--- src/rtl/pcm_pkg.sv ---
`default_nettype none
// +----------------------------------------------------------------------+
// | Module      : pcm_pkg                                                |
// | Description : Shared definitions for the PCM framer and deframer:    |
// |               FSM state encoding and default alignment/idle bytes.   |
// | Revision    : 1.0 - initial release                                  |
// +----------------------------------------------------------------------+
package pcm_pkg;

  typedef enum logic [1:0] {
    ST_IDLE = 2'd0,
    ST_SYNC = 2'd1,
    ST_DATA = 2'd2
  } pcm_state_t;

  localparam logic [7:0] c_sync_word = 8'h9B;
  localparam logic [7:0] c_idle_code = 8'h00;

endpackage
`default_nettype wire

--- src/rtl/pcm_fifo2.sv ---
`default_nettype none
// +----------------------------------------------------------------------+
// | Module      : pcm_fifo2                                              |
// | Description : 2-entry, 8-bit input FIFO with occupancy count. The    |
// |               producer only pushes when count < 2 and the consumer   |
// |               only pops when count > 0.                              |
// | Revision    : 1.0 - initial release                                  |
// +----------------------------------------------------------------------+
module pcm_fifo2 (
  input  logic       clk,
  input  logic       rst,
  input  logic       i_push,
  input  logic [7:0] i_din,
  input  logic       i_pop,
  output logic [7:0] o_dout,
  output logic [1:0] o_count
);

  logic [7:0] r_mem [0:1];
  logic       r_wr_ptr;
  logic       r_rd_ptr;
  logic [1:0] r_count;

  // Storage, pointers and occupancy; simultaneous push and pop keep the count.
  always_ff @(posedge clk) begin
    if (rst) begin
      r_mem[0] <= 8'h00;
      r_mem[1] <= 8'h00;
      r_wr_ptr <= 1'b0;
      r_rd_ptr <= 1'b0;
      r_count  <= 2'd0;
    end else begin
      if (i_push) begin
        r_mem[r_wr_ptr] <= i_din;
        r_wr_ptr        <= ~r_wr_ptr;
      end
      if (i_pop) begin
        r_rd_ptr <= ~r_rd_ptr;
      end
      case ({i_push, i_pop})
        2'b10:   r_count <= r_count + 2'd1;
        2'b01:   r_count <= r_count - 2'd1;
        default: r_count <= r_count;
      endcase
    end
  end

  assign o_dout  = r_mem[r_rd_ptr];
  assign o_count = r_count;

endmodule
`default_nettype wire

--- src/rtl/pcm_framer.sv ---
`default_nettype none
// +----------------------------------------------------------------------+
// | Module      : pcm_framer                                             |
// | Description : Serialises PCM bytes into frames of one sync byte      |
// |               followed by SLOTS data bytes, MSB first, each bit held |
// |               BIT_DIV clocks. Empty slots carry IDLE_CODE.           |
// | Revision    : 1.0 - initial release                                  |
// +----------------------------------------------------------------------+
module pcm_framer
  import pcm_pkg::*;
#(
  parameter int         SLOTS     = 4,
  parameter int         BIT_DIV   = 8,
  parameter logic [7:0] SYNC_WORD = c_sync_word,
  parameter logic [7:0] IDLE_CODE = c_idle_code
) (
  input  logic       clk,
  input  logic       reset,
  input  logic [7:0] pcm_in,
  input  logic       pcm_valid,
  output logic       pcm_ready,
  output logic       tx_bit,
  output logic       tx_bit_en,
  output logic       frame_start,
  output logic       underrun
);

  localparam int c_div_w  = (BIT_DIV > 1) ? $clog2(BIT_DIV) : 1;
  localparam int c_slot_w = (SLOTS > 1) ? $clog2(SLOTS) : 1;
  localparam logic [c_div_w-1:0]  c_div_last  = c_div_w'(BIT_DIV - 1);
  localparam logic [c_slot_w-1:0] c_slot_last = c_slot_w'(SLOTS - 1);

  pcm_state_t          r_state;
  pcm_state_t          w_next_state;
  logic [c_div_w-1:0]  r_div;
  logic [2:0]          r_bit;
  logic [c_slot_w-1:0] r_slot;
  logic [7:0]          r_shift;
  logic                r_underrun;

  logic [1:0] w_fifo_count;
  logic [7:0] w_fifo_dout;
  logic       w_fifo_has_data;
  logic       w_push;
  logic       w_pop;
  logic       w_byte_end;
  logic       w_last_slot;
  logic       w_load_sync;
  logic       w_load_data;
  logic       w_go_idle;

  assign w_fifo_has_data = (w_fifo_count != 2'd0);
  assign w_push          = pcm_valid & pcm_ready;
  assign w_byte_end      = (r_state != ST_IDLE) && (r_div == c_div_last) && (r_bit == 3'd7);
  assign w_last_slot     = (r_state == ST_DATA) && (r_slot == c_slot_last);

  pcm_fifo2 u_fifo (
    .clk     (clk),
    .rst     (reset),
    .i_push  (w_push),
    .i_din   (pcm_in),
    .i_pop   (w_pop),
    .o_dout  (w_fifo_dout),
    .o_count (w_fifo_count)
  );

  // State register.
  always_ff @(posedge clk) begin
    if (reset) begin
      r_state <= ST_IDLE;
    end else begin
      r_state <= w_next_state;
    end
  end

  // Next-state decode, byte-load controls and line outputs; reset forces all outputs low.
  always_comb begin
    w_next_state = r_state;
    w_load_sync  = 1'b0;
    w_load_data  = 1'b0;
    w_go_idle    = 1'b0;
    w_pop        = 1'b0;
    pcm_ready    = 1'b0;
    tx_bit       = 1'b0;
    tx_bit_en    = 1'b0;
    frame_start  = 1'b0;
    underrun     = 1'b0;

    if (!reset) begin
      pcm_ready = (w_fifo_count < 2'd2);
      underrun  = r_underrun;
      if (r_state != ST_IDLE) begin
        tx_bit      = r_shift[7];
        tx_bit_en   = (r_div == '0);
        frame_start = (r_state == ST_SYNC) && (r_div == '0) && (r_bit == 3'd0);
      end
    end

    case (r_state)
      ST_IDLE: begin
        if (w_fifo_has_data) begin
          w_next_state = ST_SYNC;
          w_load_sync  = 1'b1;
        end
      end
      ST_SYNC, ST_DATA: begin
        if (w_byte_end) begin
          if (!w_last_slot) begin
            w_next_state = ST_DATA;
            w_load_data  = 1'b1;
            w_pop        = w_fifo_has_data;
          end else if (w_fifo_has_data) begin
            w_next_state = ST_SYNC;
            w_load_sync  = 1'b1;
          end else begin
            w_next_state = ST_IDLE;
            w_go_idle    = 1'b1;
          end
        end
      end
      default: begin
        w_next_state = ST_IDLE;
        w_go_idle    = 1'b1;
      end
    endcase
  end

  // Bit divider, bit/slot counters, shift register and the underrun flag for the slot just loaded.
  always_ff @(posedge clk) begin
    if (reset) begin
      r_div      <= '0;
      r_bit      <= 3'd0;
      r_slot     <= '0;
      r_shift    <= 8'h00;
      r_underrun <= 1'b0;
    end else begin
      r_underrun <= 1'b0;
      if (w_load_sync) begin
        r_shift <= SYNC_WORD;
        r_bit   <= 3'd0;
        r_div   <= '0;
        r_slot  <= '0;
      end else if (w_load_data) begin
        r_shift    <= w_fifo_has_data ? w_fifo_dout : IDLE_CODE;
        r_underrun <= ~w_fifo_has_data;
        r_bit      <= 3'd0;
        r_div      <= '0;
        r_slot     <= (r_state == ST_SYNC) ? '0 : r_slot + c_slot_w'(1);
      end else if (w_go_idle) begin
        r_shift <= 8'h00;
        r_bit   <= 3'd0;
        r_div   <= '0;
        r_slot  <= '0;
      end else if (r_state != ST_IDLE) begin
        if (r_div == c_div_last) begin
          r_div   <= '0;
          r_bit   <= r_bit + 3'd1;
          r_shift <= {r_shift[6:0], 1'b0};
        end else begin
          r_div <= r_div + c_div_w'(1);
        end
      end
    end
  end

endmodule
`default_nettype wire
--- config.mk ---
export PLATFORM = sky130hd
export DESIGN_NAME = pcm_framer
export DESIGN_NICKNAME = d
export VERILOG_FILES = /design/src/rtl/pcm_pkg.sv /design/src/rtl/pcm_fifo2.sv /design/src/rtl/pcm_framer.sv
export SDC_FILE = /design/constraint.sdc
export NUM_CORES = 1
export LEC_CHECK = 0
export ABC_AREA = 1
export ABC_CLOCK_PERIOD_IN_PS = 2600
export BUFFER_PORTS_ARGS = -buffer_cell sky130_fd_sc_hd__clkbuf_2
export CORE_MARGIN = 2
export CORE_UTILIZATION = 45
export DETAILED_ROUTE_END_ITERATION = 12
export PLACE_DENSITY_LB_ADDON = 0.1
export SLEW_MARGIN = 20
export SYNTH_ARGS = -nofsm -noshare
export SYNTH_HDL_FRONTEND = slang
export SYNTH_SLANG_ARGS = --single-unit
--- constraint.sdc ---
create_clock -name clk -period 2.6 [get_ports clk]
set_clock_uncertainty 0.05 [all_clocks]
set_input_delay 0.26 -clock clk [delete_from_list [all_inputs] [get_ports clk]]
set_output_delay 0.26 -clock clk [all_outputs]
set_load 0.02 [all_outputs]
# == Word level (Yosys, flattened, before mapping) ==
# Memory sizes are Yosys's and may differ from the RTL's. A register that Yosys moved wholly into a read port is not among the register bits.
# Cells that the tools add are included.
# classes
n_addsub,5
multipliers,0
n_div,0
n_lt_le_gt_ge,1
n_eq_ne,9
shift,0
n_mux,48
bitwise_logic,5
n_reduce_logical,25
# op_table
cell,count
$mux W8,7
$mux W1,30
$mux W2,6
$pmux W2 S2,2
$reduce_and A2 Y1,4
$reduce_bool A2 Y1,4
$reduce_bool A4 Y1,2
$reduce_or A8 Y1,1
$add A3 B1 Y3 const B,2
$eq A2 B2 Y1 const B,3
$eq A3 B3 Y1 const B,2
$logic_not A3 Y1,2
$reduce_bool A3 Y1,2
$logic_and A1 B1 Y1,5
$add A2 B1 Y2 const B,2
$eq A2 B1 Y1 const B,2
$ne A2 B2 Y1 const B,2
$not A1 Y1,4
$pmux W1 S2,2
$reduce_or A2 Y1,2
$reduce_or A4 Y1,1
$mux W3,1
$reduce_or A3 Y1,1
$logic_not A2 Y1,1
other kinds (3),3
# totals
reg_bits,23
latch_bits,0
ramBits,16
rom_bits,0
word_cells,104
memories,1
# memory_table
memory,words,word_bits,rd,rd_clocked_by_memory_dff,write_ports,line_no,rtl
u_fifo.r_mem,2,8,1,1,2,pcm_fifo2.sv:19,logic [7:0] r_mem [0:1];

# == Depth between registers and ports, before layout ==
# logic_depth
word_depth,8
mapped_depth,13

# == By module ==
# Synthesis repeated with hierarchy kept, for this count alone.
# unflattened
hier_cells,262
hier_area_um2,2228.4
# modules_own_cells
mod,n_inst,cells_per_inst,area_each_um2
pcm_framer,1,181,1283.7
pcm_fifo2,1,81,944.7

# == Least setup slack after synthesis ==
# No wires, ideal clock.
# synth_path
path_kind,reg-to-reg
from,register r_state[0]
to,register u_fifo.r_count[1] (netlist: u_fifo.o_count[1])
setup_time_ns,0.070
arrival_time_ns,1.958
required_time_ns,2.480
setup_slack_ns,0.522
path_stages_with_launch,14
path_buffers,1
synth_period_minus_slack_ns,2.078
cell_sequence,dfxtp_1 > inv_1 > ha_1 > buf_6 > inv_8 > nand3_4 > nor2_4 > nand2_2 > inv_2 > ha_1 > a21oi_1 > o21a_1 > o21ai_0 > a21oi_1
# synth_via
elab_chain_cells,7
word_cells_on_any_way,14
classes_between,4 x eq/ne; 4 x mux; 6 x reduce/logical
# synth_rtl
element,line_no,rtl
start: declaration,pcm_framer.sv:33,pcm_state_t r_state;
start signal: assignment,pcm_framer.sv:72,r_state <= w_next_state;
$eq A2 B2 Y1 / $reduce_bool A2 Y1 (equally long branches),"pcm_framer.sv:55, pcm_framer.sv:99, pcm_framer.sv:54",
"$logic_and A1 B1 Y1, on equally long branches","pcm_framer.sv:55, pcm_framer.sv:54",
$mux W1 / $logic_and A1 B1 Y1 (equally long branches),"pcm_framer.sv:108, pcm_framer.sv:54",
$mux W1,pcm_framer.sv:107,if (w_byte_end) begin
$mux W1 (*),pcm_framer.sv:99,case (r_state)
named net u_fifo.i_pop,pcm_fifo2.sv:14,"input logic i_pop,"
$eq A2 B1 Y1 / $eq A2 B2 Y1 (equally long branches),pcm_fifo2.sv:40,"case ({i_push, i_pop})"
$pmux W2 S2 / $reduce_bool A2 Y1 (equally long branches),--,
end signal: assignment,pcm_fifo2.sv:41,2'b10: r_count <= r_count + 2'd1;
end signal: assignment,pcm_fifo2.sv:42,2'b01: r_count <= r_count - 2'd1;
end signal: assignment,pcm_fifo2.sv:43,default: r_count <= r_count;
end: declaration,pcm_fifo2.sv:22,logic [1:0] r_count;
# Mark *: on every way through the listed nets, which the timed path passes. The rest lies on a longest branch.
# A chain may end at the register's enable or synchronous reset.

# == Worst setup path after layout ==
# Same ends and word-level chain as after synthesis.

==> impl_metrics.py <==
metrics = {
    "finish": {
        "fin_nets": 303,
        "fin_area_um2": 2340,
        "fin_util_pct": 50.6,
        "drive_above_1_share_pct": 12.5,
        "fill_cells": 465,
        "diodes": 0,
        "area_growth_pct": 9.86,
    },
    "cts": {
        "cts_resized": 0,
        "cts_tree": "yes",
        "cts_buffer_depth": 2,
        "htreeDepth": 2,
        "cts-root-buf": "clkbuf_8",
        "postCtsSetupRepairBufs": 0,
        "clk_pin_slew_ns": 0.08,
        "holdBufCountCts": 0,
        "cts.sinks": 40,
        "numCtsBuffers": 5,
        "clkLatencyLatePin_ns": 0.29,
    },
    "synthesis": {
        "ys_seq_area_share_pct": 45.1,
        "synthCells": 260,
        "yosys.area_share.simple_pct": 26.2,
        "synth_top_family_by_area": "simple AND/OR/NAND/NOR gates",
        "synth_fa_ha_area_share_pct": 7.63,
        "syn_nets": 284,
        "syn_area_per_cell_um2": 8.20,
        "post_synth_num_cell_types": 31,
        "synth-xor-area-share_pct": 0.822,
        "ys_ff_latch": 40,
        "synth_mux_area_share_pct": 2.35,
        "yosysWarnings": 0,
        "syn_area_um2": 2130,
        "synth_compound_gate_area_share_pct": 8.51,
    },
    "worst_setup_path": {
        "reg2regPathDepth": 11,
        "reg2reg_from": "r_state[0]$_SDFFE_PP0P_",
        "worstPathMaxFanout": 5,
        "r2r-end": "u_fifo.o_count[1]$_SDFFE_PP0P_",
        "path_class": "flip-flop to flip-flop",
        "arrival_ns": 2.44,
        "critPathLaunchType": "flip-flop",
        "r2r_slack_ns": 0.34,
        "end_kind": "flip-flop",
        "required_ns": 2.78,
    },
    "die": {
        "core_area_um2": 4630,
        "fp-row-count": 25,
        "die_h_um": 72.8,
        "ioPinCount": 16,
        "die-width_um": 72.8,
        "dieArea_um2": 5300,
        "floorplan.initialDensity_pct": 46.1,
    },
    "pwr": {
        "p_sw_share_pct": 36.1,
        "power.density_nw_per_um2": 762,
        "ir_drop_mv": 0.356,
        "p_leak_uw": 0.00112,
        "p_clk_share_pct": 24.0,
        "p_int_uw": 1140,
        "switchingPower_uw": 644,
        "comb_power_share_pct": 33.7,
        "power.share.sequential_pct": 42.3,
        "power_uw": 1790,
    },
    "status": {
        "outcome": "finished clean",
    },
    "drt": {
        "drt-wirelength-per-cell_um": 11.9,
        "dr_total_vias": 1637,
        "via_per_inst": 4.90,
        "drt.antenna.violating_nets": 0,
        "drt_pre_antenna_iters": 4,
        "drcViolationCount": 0,
        "drtIter0Drc": 60,
        "finalWirelength_um": 3960,
    },
    "hold_path": {
        "min_from": "pcm_in[0]",
        "min_to": "u_fifo.r_mem[0][0]$_SDFFCE_PN0P_",
        "hp-class": "primary input to flip-flop",
        "worstHoldPathCells": 3,
    },
    "timing": {
        "post-route-period-util_pct": 87.1,
        "fin_ws_ns": 0.335,
        "drv_slew": 0,
        "slew_headroom_pct": 72.1,
        "fin_crit_ns": 2.26,
        "hold_viol_final": 0,
        "max_clock_freq_mhz": 442,
        "setup_viol": 0,
        "fin_tns_setup_ns": 0,
        "rsz0062_at_grt": "false",
        "worst_slew_pin_slew_ns": 0.416,
    },
    "grt": {
        "grt_max_degree": 13,
        "grtUsageTotal_pct": 17.4,
        "overflow": 0,
        "grt_pass1_vias": 1600,
        "grt_pass1_wl_um": 7050,
        "antenna_found_initial": 0,
    },
    "place": {
        "place_area_um2": 2250,
        "portBuffers": 15,
        "dpl.hpwl_um": 2910,
        "globalplace.congestion": 0.832,
        "place_ws_ns": 0.321,
    },
    "job": {
        "drv_cap": 0,
    },
}
==> power groups by stage <==
stage	Combinational [uW]	Clock, uW	Sequential, uW
finish	602	429	755
CTS	602	436	756
floorplan	493	0	762
detailed placement	598	0	770
global route	678	468	766
global placement	601	0	768
==> area by class of cell <==
cell class / count / area, um^2 / share of cell area, %
Clock buffer: 6 / 82.6 / 3.53
Sequential cell: 40 / 961 / 41.0
Tap cell: 54 / 67.6 / 2.88
Clock inverter: 2 / 10.0 / 0.427
Timing Repair Buffer: 16 / 82.6 / 3.53
Multi-Input combinational cell: 173 / 970 / 41.4
Inverter: 43 / 169 / 7.21
==> placed cells by master, fill, tap and decap left out, types with 2 or more instances in the layout <==
master	n
o211ai_1	4
nand3_1	20
inv_1	40
dfxtp_1	24
nand2_2	3
mux2i_1	5
a211oi_1	3
clkbuf_8	6
clkinv_2	2
clkbuf_2	15
a21oi_1	14
xor2_1	2
ha_1	13
nor2_1	36
o21ai_0	3
nand2_1	51
edfxtp_1	16
nor3_1	8
==> synthesized netlist by cell type, drive strengths merged <==
cell    count  area [um^2]
nand2      55          221
inv        42          165
nor2       39          173
dfxtp      24          480
nand3      21          118
edfxtp     16          480
a21oi      14         70.1
ha         13          163
nor3        8         40.0
mux2i       5         50.1
o21ai       5         36.3
buf         4         32.5
o211ai      4         30.0
a211oi      3         22.5
xor2        2         17.5
a22oi       1         7.51
and3        1         6.26
clkinv      1         3.75
o21a        1         7.51
o21bai      1         7.51
==> routing by layer <==
metal	vias to the layer above	GRT usage [%]	wire [um]
met5	-	0	0
met4	0	8.02	89
met3	8	4.14	137
met2	34	28.1	1890
met1	723	22.0	1850
li1	872	-	-
==> state kept, by name, summed over array words and instances (netlist names), named ones only <==
name             count
r_shift              8
u_fifo.r_rd_ptr      1
r_underrun           1
r_state              2
r_div                3
u_fifo.r_mem        16
u_fifo.r_wr_ptr      1
r_bit                3
u_fifo.o_count       2
r_slot               2
==> worst max-delay path by stage <==
stage                                        from                             end  slack (ns)  depth (start not counted)
after floorplan           r_state[0]$_SDFFE_PP0P_  u_fifo.o_count[1]$_SDFFE_PP0P_        0.52                         13
after global placement    r_state[0]$_SDFFE_PP0P_  u_fifo.o_count[1]$_SDFFE_PP0P_        0.40                         11
after detailed placement  r_state[0]$_SDFFE_PP0P_  u_fifo.o_count[1]$_SDFFE_PP0P_        0.32                         11
after CTS                 r_state[0]$_SDFFE_PP0P_  u_fifo.o_count[1]$_SDFFE_PP0P_        0.32                         11
after global routing      r_state[0]$_SDFFE_PP0P_  u_fifo.o_count[1]$_SDFFE_PP0P_        0.11                         11
final                     r_state[0]$_SDFFE_PP0P_  u_fifo.o_count[1]$_SDFFE_PP0P_        0.34                         11
==> through the flow <==
step / hold slack [ns] / std cells
2_1_floorplan: 0.380 / 260
3_3_place_gp: 0.407 / 326
3_5_place_dp: 0.408 / 326
4_1_cts: 0.217 / 334
5_1_grt: 0.232 / 334
6_report: 0.220 / 334
==> cells by family (layout without fill, tap and decap cells) <==
| group | Yosys count | in the layout |
|---|---|---|
| muxes | 5 | 5 |
| adders and majority gates | 13 | 13 |
| buffers and inverters | 47 | 67 |
| xor gates and xnor gates | 2 | 2 |
| and+or+nand+nor | 124 | 124 |
| AOI/OAI and AO/OA | 29 | 29 |
| DFF | 40 | 40 |
==> critical path, cell delays in order, from the launching register on <==
cell and delay [ns]:
dfxtp_1 0.39, inv_1 0.10, ha_1 0.37, nand2_1 0.13, nor2_4 0.23, nand2_2 0.14
inv_2 0.10, ha_1 0.25, a21oi_1 0.12, o21a_1 0.15, o21ai_0 0.07, a21oi_1 0.11
No activity file was read; power rests on OpenSTA's default activity.
